File: src/rtl/mem_ctrl_if.sv
// mem_ctrl_if: RAM port, LSB and IF request/response bundle for mem_ctrl.
interface mem_ctrl_if;
  logic        rdy_in;
  logic        io_buffer_full;
  logic        clear_all;
  logic [7:0]  mem_din;
  logic [7:0]  mem_dout;
  logic [31:0] mem_a;
  logic        mem_wr;
  logic        go_work;
  logic        l_or_s;
  logic [2:0]  width;
  logic [31:0] address;
  logic [31:0] value_store;
  logic        received;
  logic        has_result;
  logic [31:0] value_load;
  logic        if_req;
  logic [31:0] if_addr;
  logic        if_grant;
  logic        if_done;
  logic [31:0] if_inst;
  modport master (
    output rdy_in, io_buffer_full, clear_all, mem_din, go_work, l_or_s, width,
           address, value_store, if_req, if_addr,
    input  mem_dout, mem_a, mem_wr, received, has_result, value_load,
           if_grant, if_done, if_inst
  );
  modport slave (
    input  rdy_in, io_buffer_full, clear_all, mem_din, go_work, l_or_s, width,
           address, value_store, if_req, if_addr,
    output mem_dout, mem_a, mem_wr, received, has_result, value_load,
           if_grant, if_done, if_inst
  );
endinterface

File: src/rtl/mem_ctrl.sv
// mem_ctrl: byte-serial RAM controller arbitrating IF fetches and LSB loads/stores.
// MEMCTRL_IO_STALL_EN: hold store bytes aimed at I/O space while io_buffer_full is high.
module mem_ctrl (
  input logic      clk_in,
  input logic      rst_in,
  mem_ctrl_if.slave bus
);
  localparam logic [1:0] S_IDLE = 2'd0, S_READ = 2'd1, S_WRITE = 2'd2;
  logic [1:0]  r_state;
  logic [2:0]  r_cnt, r_len, r_rx;
  logic        r_own_if, r_last_if, r_wr, r_recv, r_grant, r_res, r_done;
  logic [31:0] r_base, r_wdata, r_rdata, r_a;
  logic [7:0]  r_dout;
  logic        w_arb, w_pick_if, w_stall;
  logic [2:0]  w_len;
  logic [31:0] w_addr;
  always_comb begin
    w_arb     = r_state == S_IDLE && !r_recv && !r_grant && !bus.clear_all && (bus.go_work || bus.if_req);
    w_pick_if = bus.if_req && (!bus.go_work || !r_last_if);
    w_len     = w_pick_if ? 3'd4 : bus.width == 3'd1 ? 3'd1 : bus.width == 3'd2 ? 3'd2 : 3'd4;
    w_addr    = r_state == S_IDLE ? (w_pick_if ? bus.if_addr : bus.address) : r_base + {29'd0, r_cnt};
  end
`ifdef MEMCTRL_IO_STALL_EN
  localparam logic [31:0] IO_BASE = 32'h0003_0000;
  assign w_stall = w_addr >= IO_BASE && bus.io_buffer_full;
`else
  assign w_stall = 1'b0;
`endif
  // r_cnt counts bytes issued; r_rx counts bytes captured, starting at -1 to skip the RAM latency edge
  always_ff @(posedge clk_in or posedge rst_in) begin
    if (rst_in) begin
      r_state   <= S_IDLE;
      r_cnt     <= 3'd0;
      r_len     <= 3'd0;
      r_rx      <= 3'd0;
      r_own_if  <= 1'b0;
      r_last_if <= 1'b0;
      r_wr      <= 1'b0;
      r_recv    <= 1'b0;
      r_grant   <= 1'b0;
      r_res     <= 1'b0;
      r_done    <= 1'b0;
      r_base    <= 32'd0;
      r_wdata   <= 32'd0;
      r_rdata   <= 32'd0;
      r_a       <= 32'd0;
      r_dout    <= 8'd0;
    end else if (bus.rdy_in) begin
      r_recv  <= 1'b0;
      r_grant <= 1'b0;
      r_res   <= 1'b0;
      r_done  <= 1'b0;
      if (r_state == S_IDLE) begin
        if (w_arb) begin
          r_recv    <= !w_pick_if;
          r_grant   <= w_pick_if;
          r_last_if <= w_pick_if;
          r_own_if  <= w_pick_if;
          r_base    <= w_addr;
          r_len     <= w_len;
          r_wdata   <= bus.value_store;
          r_rdata   <= 32'd0;
          r_rx      <= 3'd7;
          r_a       <= w_addr;
          r_dout    <= bus.value_store[7:0];
          if (!w_pick_if && bus.l_or_s) begin
            r_state <= S_WRITE;
            r_wr    <= !w_stall;
            r_cnt   <= w_stall ? 3'd0 : 3'd1;
          end else begin
            r_state <= S_READ;
            r_cnt   <= 3'd1;
          end
        end
      end else if (r_state == S_READ) begin
        if (bus.clear_all) begin
          r_state <= S_IDLE;
        end else begin
          if (r_cnt < r_len) begin
            r_a   <= w_addr;
            r_cnt <= r_cnt + 3'd1;
          end
          r_rx <= r_rx + 3'd1;
          if (r_rx != 3'd7) r_rdata[{r_rx[1:0], 3'b000} +: 8] <= bus.mem_din;
          if (r_rx == r_len - 3'd1) begin
            r_state <= S_IDLE;
            r_res   <= !r_own_if;
            r_done  <= r_own_if;
          end
        end
      end else if (r_cnt < r_len) begin
        r_wr <= !w_stall;
        if (!w_stall) begin
          r_a    <= w_addr;
          r_dout <= r_wdata[{r_cnt[1:0], 3'b000} +: 8];
          r_cnt  <= r_cnt + 3'd1;
        end
      end else begin
        r_wr    <= 1'b0;
        r_state <= S_IDLE;
      end
    end
  end
  assign bus.mem_a      = r_a;
  assign bus.mem_dout   = r_dout;
  assign bus.mem_wr     = r_wr;
  assign bus.received   = r_recv;
  assign bus.if_grant   = r_grant;
  assign bus.has_result = r_res;
  assign bus.if_done    = r_done;
  assign bus.value_load = r_rdata;
  assign bus.if_inst    = r_rdata;
endmodule
File: src/flat_wrapper.sv
// flat-port wrapper written by rule: the top's interface ports become plain ports
module mem_ctrl_flat 
  (clk_in, rst_in, bus_rdy_in, bus_io_buffer_full, bus_clear_all, bus_mem_din, bus_go_work, bus_l_or_s, bus_width, bus_address, bus_value_store, bus_if_req, bus_if_addr, bus_mem_dout, bus_mem_a, bus_mem_wr, bus_received, bus_has_result, bus_value_load, bus_if_grant, bus_if_done, bus_if_inst);
  mem_ctrl_if bus_i ();
  input logic clk_in;
  input logic rst_in;
  input wire logic [$bits(bus_i.rdy_in)-1:0] bus_rdy_in;
  input wire logic [$bits(bus_i.io_buffer_full)-1:0] bus_io_buffer_full;
  input wire logic [$bits(bus_i.clear_all)-1:0] bus_clear_all;
  input wire logic [$bits(bus_i.mem_din)-1:0] bus_mem_din;
  input wire logic [$bits(bus_i.go_work)-1:0] bus_go_work;
  input wire logic [$bits(bus_i.l_or_s)-1:0] bus_l_or_s;
  input wire logic [$bits(bus_i.width)-1:0] bus_width;
  input wire logic [$bits(bus_i.address)-1:0] bus_address;
  input wire logic [$bits(bus_i.value_store)-1:0] bus_value_store;
  input wire logic [$bits(bus_i.if_req)-1:0] bus_if_req;
  input wire logic [$bits(bus_i.if_addr)-1:0] bus_if_addr;
  output wire logic [$bits(bus_i.mem_dout)-1:0] bus_mem_dout;
  output wire logic [$bits(bus_i.mem_a)-1:0] bus_mem_a;
  output wire logic [$bits(bus_i.mem_wr)-1:0] bus_mem_wr;
  output wire logic [$bits(bus_i.received)-1:0] bus_received;
  output wire logic [$bits(bus_i.has_result)-1:0] bus_has_result;
  output wire logic [$bits(bus_i.value_load)-1:0] bus_value_load;
  output wire logic [$bits(bus_i.if_grant)-1:0] bus_if_grant;
  output wire logic [$bits(bus_i.if_done)-1:0] bus_if_done;
  output wire logic [$bits(bus_i.if_inst)-1:0] bus_if_inst;
  assign bus_i.rdy_in = bus_rdy_in;
  assign bus_i.io_buffer_full = bus_io_buffer_full;
  assign bus_i.clear_all = bus_clear_all;
  assign bus_i.mem_din = bus_mem_din;
  assign bus_i.go_work = bus_go_work;
  assign bus_i.l_or_s = bus_l_or_s;
  assign bus_i.width = bus_width;
  assign bus_i.address = bus_address;
  assign bus_i.value_store = bus_value_store;
  assign bus_i.if_req = bus_if_req;
  assign bus_i.if_addr = bus_if_addr;
  assign bus_mem_dout = bus_i.mem_dout;
  assign bus_mem_a = bus_i.mem_a;
  assign bus_mem_wr = bus_i.mem_wr;
  assign bus_received = bus_i.received;
  assign bus_has_result = bus_i.has_result;
  assign bus_value_load = bus_i.value_load;
  assign bus_if_grant = bus_i.if_grant;
  assign bus_if_done = bus_i.if_done;
  assign bus_if_inst = bus_i.if_inst;
  mem_ctrl u_core (.clk_in(clk_in), .rst_in(rst_in), .bus(bus_i));
endmodule
File: config.mk
export PLATFORM = sky130hd
export DESIGN_NAME = mem_ctrl_flat
export DESIGN_NICKNAME = d
export VERILOG_FILES = /design/src/rtl/mem_ctrl_if.sv /design/src/rtl/mem_ctrl.sv /design/src/flat_wrapper.sv
export SDC_FILE = /design/constraint.sdc
export NUM_CORES = 1
export LEC_CHECK = 0
export ABC_AREA = 0
export CAP_MARGIN = 15
export CORE_ASPECT_RATIO = 0.9
export CORE_UTILIZATION = 40
export CTS_CLUSTER_SIZE = 14
export DETAILED_ROUTE_END_ITERATION = 10
export MAX_ROUTING_LAYER = met4
export PLACE_DENSITY = 0.72
export SYNTH_ARGS = -nofsm -noshare
export SYNTH_HDL_FRONTEND = slang
export SYNTH_SLANG_ARGS = --single-unit
export TNS_END_PERCENT = 10
File: constraint.sdc
create_clock -name clk_in -period 9.3 [get_ports clk_in]
set_input_delay 1.86 -clock clk_in [delete_from_list [all_inputs] [get_ports clk_in]]
set_output_delay 1.86 -clock clk_in [all_outputs]
set_load 0.05 [all_outputs]
==> results of run 1 <==
layer usage:
metal | share of wire [%] | up-vias | wire length (um)
met3 | 4.8 | 15 | 993
met5 | 0 | - | 0
met1 | 48 | 3147 | 10000
met2 | 46 | 170 | 9543
met4 | 1.4 | 0 | 293
li1 | - | 3264 | -
cell families after synthesis:
| logic type | after synthesis | synth area share (%) |
|---|---|---|
| AO/OA/AOI/OAI | 160 | 12.48 |
| XOR/XNOR | 34 | 3.723 |
| multiplexers | 42 | 6.554 |
| AND/OR/NAND/NOR | 369 | 19.57 |
| buffers and inverters | 111 | 7.524 |
| adder cells (fa/ha/maj) | 14 | 2.284 |
| flip-flops | 153 | 47.86 |
synthesized netlist by cell type, drive strengths merged (2+ instances only):
library cell / instances
nand2: 270
nor2: 29
o41ai: 2
xor2: 14
mux4: 8
a31oi: 11
a21o: 25
nand3: 18
xnor2: 20
a22o: 3
a211oi: 2
nand2b: 3
inv: 27
mux2: 3
ha: 13
nor3: 19
dfrtp: 153
a32o: 2
buf: 62
clkbuf: 22
and4: 6
o21ai: 70
or2: 7
mux2i: 31
a21oi: 32
nand4: 8
and3: 6
layout make-up:
class	instances	area, um^2	share of cell area [%]
Sequential cell	153	3829	35.60
Tap cell	250	312.8	2.908
Antenna cell	2	5.005	0.04653
Clock inverter	12	166.4	1.547
Multi-Input combinational cell	619	3592	33.40
Timing Repair Buffer	228	2287	21.27
Clock buffer	20	456.7	4.246
Inverter	27	106.4	0.9888
report_power, final:
| part | leakage, uW | internal [uW] | switching (uW) | total, uW |
|---|---|---|---|---|
| Clock | 0.000297 | 441 | 288 | 729 |
| Sequential | 0.00194 | 940 | 237 | 1180 |
| Combinational | 0.00270 | 674 | 1200 | 1880 |
worst min-delay path, stage by stage (launching register included):
cell,delay (ns)
dfrtp_1,0.34
nand2_1,0.05
nand2_1,0.05
final timing paths:
check                                         from                     end  cells after the start
min in group asynchronous                   rst_in  u_core.bus.if_inst[10]                      2
worst max-delay path                    bus_rdy_in   u_core.bus.if_inst[4]                      6
worst min-delay path            u_core.r_wdata[29]      u_core.r_wdata[29]                      2
worst max register to register     u_core.r_cnt[0]    u_core.bus.mem_a[26]                      8
worst min register to register  u_core.r_wdata[29]      u_core.r_wdata[29]                      2
max in group asynchronous                   rst_in     u_core.bus.if_grant                      3
state kept, by name, indices dropped and copies added, names as in the netlist:
register and count:
u_core.r_wdata 32, u_core.bus.mem_a 32, u_core.bus.mem_dout 8, u_core.bus.mem_wr 1
u_core.bus.if_done 1, u_core.bus.if_inst 32, u_core.r_base 32, u_core.r_state 2
u_core.r_rx 3, u_core.r_cnt 3, u_core.bus.if_grant 1, u_core.r_own_if 1
u_core.bus.received 1, u_core.bus.has_result 1, u_core.r_len 3
stage by stage:
stage | hold WS [ns] | util (%) | total power (uW)
after floorplan | 0.4403 | - | 2510
after global placement | 0.4531 | 52.06 | 3020
after detailed placement | 0.4590 | 52.06 | 3060
after CTS | 0.4769 | 55.28 | 3802
after global routing | 0.5017 | 55.44 | 4029
final | 0.4747 | 55.44 | 3782
==> out/results.ini, run 1 <==
[outcome]
status = complete, no violations

[place]
dp.cells = 1276
gp_congestion = 0.8768
pre_cts_ws_ns = 4.766
hpwl_um = 14420
postPlaceCellArea_um2 = 10100
io_buffers = 222

[grt]
grt_use_met2_pct = 33.03
top_usage_layer = met2
antenna_found_initial = 2
overflow = 0
grt_first_pass_wirelength_um = 33770
grt_max_degree = 98
grtUsageMet1_pct = 29.59
groute.usage.overall_pct = 22.04
grt_pass1_vias = 6413
use_met3_pct = 4.564

[timing]
final-hold-violation-count = 0
setup_viol = 0
relSlewSlack_pct = 30.38
max_freq_mhz = 252.8
rsz0062_at_grt = no
finalCritPeriodShare_pct = 42.54
worstMarginPinSlew_ns = 1.044
min_period_ns = 3.956
slew_viol_final = 0
clock_skew_ns = 0.008019
fin_setup_tns_ns = 0
setup_ws_ns = 5.344

[setup_path]
critPathArrivalTime_ns = 4.25
cp_slowest_cell = clkdlybuf4s50_1
rrSetupSlack_ns = 6.27
end_kind = flop
path_cells = clkdlybuf4s50_1 > o2111ai_1 > o21ai_0 > nand2_1 > or2_2 > mux2i_1
crit_buf_inv = 1
cp-start-kind = primary input
critical_path_class = primary input to flop
max_stage_delay_ns = 0.61
critPathRequiredTime_ns = 9.60
cpLargestDelayFamily = simple AND/OR/NAND/NOR gates
path_max_fanout = 24

[layout]
final_area_um2 = 10760
drive_gt1_share_pct = 6.893
area_delta_synth_final_pct = 34.46
layout_common_cells = nand2_1 (270), clkdlybuf4s50_1 (222), dfrtp_1 (153)
final_cells = 1311
final_nets = 1175
fillCellCount = 1696
final_common_cell = nand2_1

[floorplan]
fp.dieW_um = 151.1
dieArea_um2 = 20570
start_util_pct = 41.23
rows = 48
num_io_pins = 224
die_h_um = 136.2
core_um2 = 19400

[clocking]
cts_setup_buffers = 0
cts_tree = yes
hold_buffers = 0
path_clk_slew_ns = 0.06
post_cts_resize_count = 0
cts-htree-levels = 4
cts_buffers = 17
clk_latency_ns = 0.42
cts-root-buf = clkbuf_16
cts.sinks = 153
cts_buffer_depth = 2

[job]
cap_violations = 0

[route]
drc = 0
wire_per_inst_um = 15.89
num_vias = 6596
drt_wl_total_um = 20830
dr.pass1.iters = 6
viasPerCell = 5.031
drtIter0Drc = 343
antenna_left = 0

[pwr]
leakagePower_uw = 0.004938
power_density_nw_per_um2 = 351.6
ir_drop_v = 0.0001818

[synth]
ys_seq_area_share_pct = 47.86
yosys-top-cells-area = dfrtp_1 (48%), nand2_1 (13%), mux2i_1 (3.9%)
postSynthAreaPerCell_um2 = 9.059
synth_area_um2 = 7999
yosysWarnings = 0
ys_ff_latch = 153
async_reset_ff_share_pct = 100.0
syn_inst = 883
ys.flop_type = dfrtp_1
synth.distinct_cells = 57
synth_top_area_share_pct = 47.86
syn_nets = 1012
synth_edf_count = 0
synth_top_area_cell = dfrtp_1

[min_path]
min_path_type = flop to flop

Note: power is estimated with default switching activity, not from simulation.
==> inputs of run 2 (changes only) <==
==> constraint.sdc (replaced) <==
create_clock -name clk_in -period 3.7 [get_ports clk_in]
set_input_delay 0.74 -clock clk_in [delete_from_list [all_inputs] [get_ports clk_in]]
set_output_delay 0.74 -clock clk_in [all_outputs]
set_load 0.05 [all_outputs]
==> run 2 against run 1 <==
  * Sequential share of layout area barely moved
  * Register-to-register slack got worse by 5.3 ns
  * Count of clock-buffer cells in the layout rose by 2
  * Wire length fell by 1.2%
  * Global-route usage fell by 0.50 points
  * Combinational power rose to 2.5 times the previous value
  * Total power rose by 150%
  * Critical path type is now flop to flop
==> out/results.ini, run 2 (synthesized netlist as in run 1, its figures left out) <==
[outcome]
status = complete, no violations  ; unchanged

[layout]
final_nets = 1182  ; was 1175
final_common_cell = nand2_1  ; unchanged
diodes = 0  ; was 2
fillCellCount = 1766  ; was 1696
final_util_pct = 55.37  ; was 55.44%
area_delta_synth_final_pct = 34.27  ; was 34.46%
layout_common_cells = nand2_1 (270), clkdlybuf4s50_1 (222), dfrtp_1 (153)  ; unchanged
drive_gt1_share_pct = 7.411  ; was 6.893%

[grt]
grt_max_degree = 154  ; was 98
antenna_found_initial = 0  ; was 2
grt_first_pass_wirelength_um = 33150  ; was 33770 um
groute.usage.overall_pct = 21.54  ; was 22.04%
grt_pass1_vias = 6254  ; was 6413
overflow = 0  ; unchanged

[timing]
rsz0062_at_grt = no  ; unchanged
holdWs_ns = 0.4746  ; was 0.4747 ns
max_freq_mhz = 369.5
final-hold-violation-count = 0  ; unchanged
relSlewSlack_pct = 44.52  ; was 30.38%
slew_viol_final = 0  ; unchanged
finalCritPeriodShare_pct = 73.15
worstMarginPinSlew_ns = 0.8322  ; was 1.044 ns
setup_viol = 0  ; unchanged
fin_setup_tns_ns = 0  ; unchanged
setup_ws_ns = 0.9933  ; was 5.344 ns
min_period_ns = 2.707
clock_skew_ns = 0.01449  ; was 0.008019 ns

[setup_path]
end_kind = flop  ; unchanged
critPathArrivalTime_ns = 3.00  ; was 4.25 ns
r2r_cells = 7  ; was 8
timing.rr.start = u_core.r_cnt[1]  ; was u_core.r_cnt[0]
r2r_end = u_core.bus.mem_a[31]  ; was u_core.bus.mem_a[26]
path_max_fanout = 38  ; was 24
cp_slowest_cell = dfrtp_1  ; was clkdlybuf4s50_1
critPathRequiredTime_ns = 3.99  ; was 9.60 ns
cp-start-kind = flop  ; was primary input
rrSetupSlack_ns = 0.99  ; was 6.27 ns
max_stage_delay_ns = 0.76  ; was 0.61 ns
path_cells = ha_1 > a21o_1 > a2111oi_4 > nor2_4 > buf_4 > a21oi_1 > o21ai_1  ; was clkdlybuf4s50_1 > o2111ai_1 > o21ai_0 > nand2_1 > or2_2 > mux2i_1
critical_path_class = flop to flop  ; was primary input to flop

[clocking]
cts-htree-levels = 4  ; unchanged
cts_buffer_depth = 2  ; unchanged
clk_latency_ns = 0.42  ; about the same
hold_buffers = 0  ; unchanged
cts_setup_buffers = 0  ; unchanged
post_cts_resize_count = 0  ; unchanged
cts_buffers = 17  ; unchanged
path_clk_slew_ns = 0.06  ; about the same
cts_tree = yes  ; unchanged
cts-root-buf = clkbuf_16  ; unchanged
cts.sinks = 153  ; unchanged

[pwr]
leakagePower_uw = 0.004928  ; was 0.004938 uW
p_int_uw = 5039  ; was 2054 uW
ir_drop_v = 0.0004691  ; was 0.0001818 V
power_frac_clock_pct = 17.9  ; was 19.3%
p_switching_uw = 4298  ; was 1728 uW
power.share.switching_pct = 46.03  ; was 45.68%
seqPwrFrac_pct = 31.4  ; was 31.1%
pwr-share-comb_pct = 50.7  ; was 49.6%
power_density_nw_per_um2 = 869.3  ; was 351.6 nW/um^2
total_power_uw = 9336  ; was 3782 uW

[route]
dr.pass1.iters = 7  ; was 6
antenna_left = 0  ; unchanged
viasPerCell = 5.037  ; was 5.031
drtIter0Drc = 401  ; was 343
num_vias = 6629  ; was 6596
wire_per_inst_um = 15.63  ; was 15.89 um
drc = 0  ; unchanged
drt_wl_total_um = 20570  ; was 20830 um

[floorplan]
start_util_pct = 41.23  ; unchanged
die_h_um = 136.2  ; unchanged
dieArea_um2 = 20570  ; unchanged
rows = 48  ; unchanged
core_um2 = 19400  ; unchanged
num_io_pins = 224  ; unchanged
fp.dieW_um = 151.1  ; unchanged

[min_path]
holdPathEnd = u_core.r_wdata[26]  ; was u_core.r_wdata[29]
hold_depth = 2  ; unchanged
hp-start = u_core.r_wdata[26]  ; was u_core.r_wdata[29]
min_path_type = flop to flop  ; unchanged

[place]
gp_congestion = 0.8936  ; was 0.8768
pre_cts_ws_ns = 0.6618  ; was 4.766 ns
hpwl_um = 14520  ; was 14420 um
io_buffers = 222  ; unchanged

[job]
cap_violations = 0  ; unchanged

[run 2: critical path: cells and delay by family (launching register included)]
kind | cells | cell delay, ns
buffers and inverters | 1 | 0.27
and+or+nand+nor | 1 | 0.04
AOI/OAI and AO/OA | 4 | 1.14
adders and majority gates | 1 | 0.36
DFF | 1 | 0.76
[run 2: cell type report]
class / count / area, um^2 / area share (%)
clock buffers: 22 / 474.2 / 4.415
flip-flops and latches: 153 / 3829 / 35.65
well taps: 250 / 312.8 / 2.912
multi-input cells: 619 / 3592 / 33.45
inverters: 27 / 105.1 / 0.9786
repair buffers: 235 / 2332 / 21.71
clock inverters: 10 / 95.09 / 0.8854
[run 2: power by group through the flow]
stage / registers (uW) / clock network, uW / logic (uW)
2_1_floorplan: 3860 / 0 / 2450
3_3_place_gp: 2930 / 0 / 4680
3_5_place_dp: 2950 / 0 / 4760
4_1_cts: 2930 / 1700 / 4780
5_1_grt: 3030 / 1770 / 5140
6_report: 2930 / 1670 / 4730
[run 2: worst max-delay path by stage]
stage | startpoint | to | slack (ns) | cells past startpoint
floorplan | rst_in | u_core.bus.has_result | 1.03 | 1
global placement | bus_rdy_in | u_core.bus.if_inst[5] | 0.70 | 6
detailed placement | bus_rdy_in | u_core.bus.if_inst[5] | 0.66 | 6
CTS | u_core.r_cnt[1] | u_core.bus.mem_a[31] | 0.96 | 7
global route | u_core.r_cnt[1] | u_core.bus.mem_a[25] | 0.80 | 7
finish | u_core.r_cnt[1] | u_core.bus.mem_a[31] | 0.99 | 7
[run 2: metrics by stage]
step,cells,instance area (um^2)
final,1316,10740
after global routing,1316,10740
after CTS,1316,10740
after detailed placement,1284,10170
after global placement,1284,10170
after floorplan,883,8003
[run 2: layer usage]
layer,track usage (%),up-vias,routed length (um)
li1,-,3272,-
met1,29.44,3158,9662
met2,32.52,176,9523
met3,4.698,23,1124
met4,5.222,0,263
met5,-,-,0
==> inputs of run 3 (changes only) <==
==> constraint.sdc (replaced) <==
create_clock -name clk_in -period 2.5 [get_ports clk_in]
set_input_delay 0.5 -clock clk_in [delete_from_list [all_inputs] [get_ports clk_in]]
set_output_delay 0.5 -clock clk_in [all_outputs]
set_load 0.05 [all_outputs]
==> run 3 against run 2 <==
  * Wire length up 1.1%
  * Sequential power up 47%
  * Register-to-register slack worse by 0.85 ns
  * Critical endpoint is now u_core.bus.mem_a[26]
  * Largest power group unchanged
  * Highest routed layer unchanged
==> out/results.ini, run 3 (synthesized netlist as in run 1, its figures left out) <==
[clocking]
cts_setup_buffers = 0  ; unchanged
cts_buffers = 17  ; unchanged
cts_tree = yes  ; unchanged
path_clk_slew_ns = 0.06  ; about the same
cts-htree-levels = 4  ; unchanged
clk_latency_ns = 0.42  ; about the same
cts.sinks = 153  ; unchanged
cts-root-buf = clkbuf_16  ; unchanged
cts_buffer_depth = 2  ; unchanged

[setup_path]
crit_buf_inv = 0  ; was 1
end_kind = flop  ; unchanged
path_max_fanout = 6  ; was 38
critPathRequiredTime_ns = 2.79  ; was 3.99 ns
timing.rr.start = u_core.r_cnt[0]  ; was u_core.r_cnt[1]
cpLargestDelayFamily = simple AND/OR/NAND/NOR gates  ; was compound AO/OA/AOI/OAI gates
max_stage_delay_ns = 0.42  ; was 0.76 ns
cp-start-kind = flop  ; unchanged
cp_slowest_cell = fa_1  ; was dfrtp_1
critPathLaunch = u_core.r_cnt[0]  ; was u_core.r_cnt[1]
critical_path_class = flop to flop  ; unchanged
crit_top_cell = and4_2
critPathArrivalTime_ns = 2.64  ; was 3.00 ns
path_cells = ha_1 > fa_1 > a21o_1 > and4_2 > and4_2 > nand3_1 > xor2_1 > o221ai_1  ; was ha_1 > a21o_1 > a2111oi_4 > nor2_4 > buf_4 > a21oi_1 > o21ai_1

[grt]
groute.usage.overall_pct = 21.79  ; was 21.54%
overflow = 0  ; unchanged
grt_first_pass_wirelength_um = 33290  ; was 33150 um
grt_pass1_vias = 6389  ; was 6254
antenna_found_initial = 1  ; was 0
grt_max_degree = 108  ; was 154

[floorplan]
dieArea_um2 = 20570  ; unchanged
fp.dieW_um = 151.1  ; unchanged
die_h_um = 136.2  ; unchanged
rows = 48  ; unchanged
num_io_pins = 224  ; unchanged
core_um2 = 19400  ; unchanged
start_util_pct = 41.23  ; unchanged

[min_path]
min_path_type = flop to flop  ; unchanged
hp-start = u_core.r_wdata[18]  ; was u_core.r_wdata[26]

[route]
wire_per_inst_um = 15.59  ; was 15.63 um
dr.pass1.iters = 4  ; was 7
viasPerCell = 4.998  ; was 5.037
drt_wl_total_um = 20800  ; was 20570 um
drtIter0Drc = 411  ; was 401
drc = 0  ; unchanged
num_vias = 6667  ; was 6629
antenna_left = 0  ; unchanged

[timing]
clock_skew_ns = 0.008896  ; was 0.01449 ns
rsz0062_at_grt = no  ; unchanged
slew_viol_final = 0  ; unchanged
final-hold-violation-count = 0  ; unchanged
max_freq_mhz = 424.0  ; was 369.5 MHz
relSlewSlack_pct = 60.12  ; was 44.52%
worstMarginPinSlew_ns = 0.5981  ; was 0.8322 ns
finalCritPeriodShare_pct = 94.35  ; was 73.15%
setup_viol = 0  ; unchanged
fin_setup_tns_ns = 0  ; unchanged
min_period_ns = 2.359  ; was 2.707 ns

[layout]
final_common_cell = nand2_1  ; unchanged
area_delta_synth_final_pct = 37.20  ; was 34.27%
ff_latch_area_um2 = 3829  ; unchanged
final_util_pct = 56.57  ; was 55.37%
fillCellCount = 1726  ; was 1766
multi_input_area_um2 = 3600  ; was 3592 um^2
final_nets = 1199  ; was 1182
final_area_um2 = 10970  ; was 10740 um^2
final_cells = 1334  ; was 1316
layout_common_cells = nand2_1 (270), clkdlybuf4s50_1 (222), dfrtp_1 (153)  ; unchanged
drive_gt1_share_pct = 9.049  ; was 7.411%

[place]
gp_congestion = 0.8610  ; was 0.8936
hpwl_um = 15110  ; was 14520 um
dp.cells = 1301  ; was 1284
postPlaceCellArea_um2 = 10350  ; was 10170 um^2
io_buffers = 222  ; unchanged

[job]
cap_violations = 0  ; unchanged

[pwr]
power_density_nw_per_um2 = 1297  ; was 869.3 nW/um^2
total_power_uw = 14230  ; was 9336 uW
ir_drop_v = 0.0005392  ; was 0.0004691 V
leakagePower_uw = 0.005060  ; was 0.004928 uW

[outcome]
status = complete, no violations  ; unchanged

[run 3: changes by cell type in the layout (fill, tap and decap cells not counted), moves of 2 or more]
cell,before,now
buf_12,1,5
buf_4,12,25
clkinv_4,2,0
bufinv_16,1,3
[run 3: path summary, 6_finish.rpt]
kind	slack [ns]	end	depth (start not counted)
max in group asynchronous	1.41	u_core.r_wdata[23]	3
max reg2reg	0.14	u_core.bus.mem_a[26]	8
min reg2reg	0.47	u_core.r_wdata[18]	2
min in group asynchronous	0.56	u_core.r_base[2]	3
min	0.47	u_core.r_wdata[18]	2
max	0.14	u_core.bus.mem_a[26]	8
[run 3: cell type report]
type,count,area share [%]
clock buffer,21,4.287
tap,250,2.850
multi-input combinational,619,32.80
antenna,1,0.02280
sequential,153,34.89
clock inverter,11,1.323
inverter,27,0.9577
timing repair buffer,252,22.87
[run 3: per-stage QoR]
stage,hold slack [ns],worst slack [ns]
6_report,0.4709,0.1413
3_5_place_dp,0.4603,-0.005487
5_1_grt,0.4903,0.02476
3_3_place_gp,0.4543,0.02364
4_1_cts,0.4754,0.1016
2_1_floorplan,0.4403,0.06907
[run 3: report_power, final]
| group | switching [uW] | internal, uW |
|---|---|---|
| Clock | 1040 | 1650 |
| Combinational | 4570 | 2670 |
| Sequential | 817 | 3500 |
| Total | 6420 | 7810 |
[run 3: repair_timing]
action,in CTS,in global routing
hold buffers,0,0
resized for setup,0,2
endpoints found under the setup margin,0,5
[run 3: per-layer routing]
layer  global-route usage, %  part of all wire [%]
met4                   6.444                  0.98
met5                       -                     0
met2                   32.49                    46
met3                   4.329                   5.0
met1                   29.93                    48
[run 3: worst reg2reg max path, stage by stage, from the launching register on]
cell and delay, ns:
dfrtp_1 0.40, ha_1 0.23, fa_1 0.42, a21o_1 0.21, and4_2 0.31, and4_2 0.27, nand3_1 0.10, xor2_1 0.16
o221ai_1 0.12
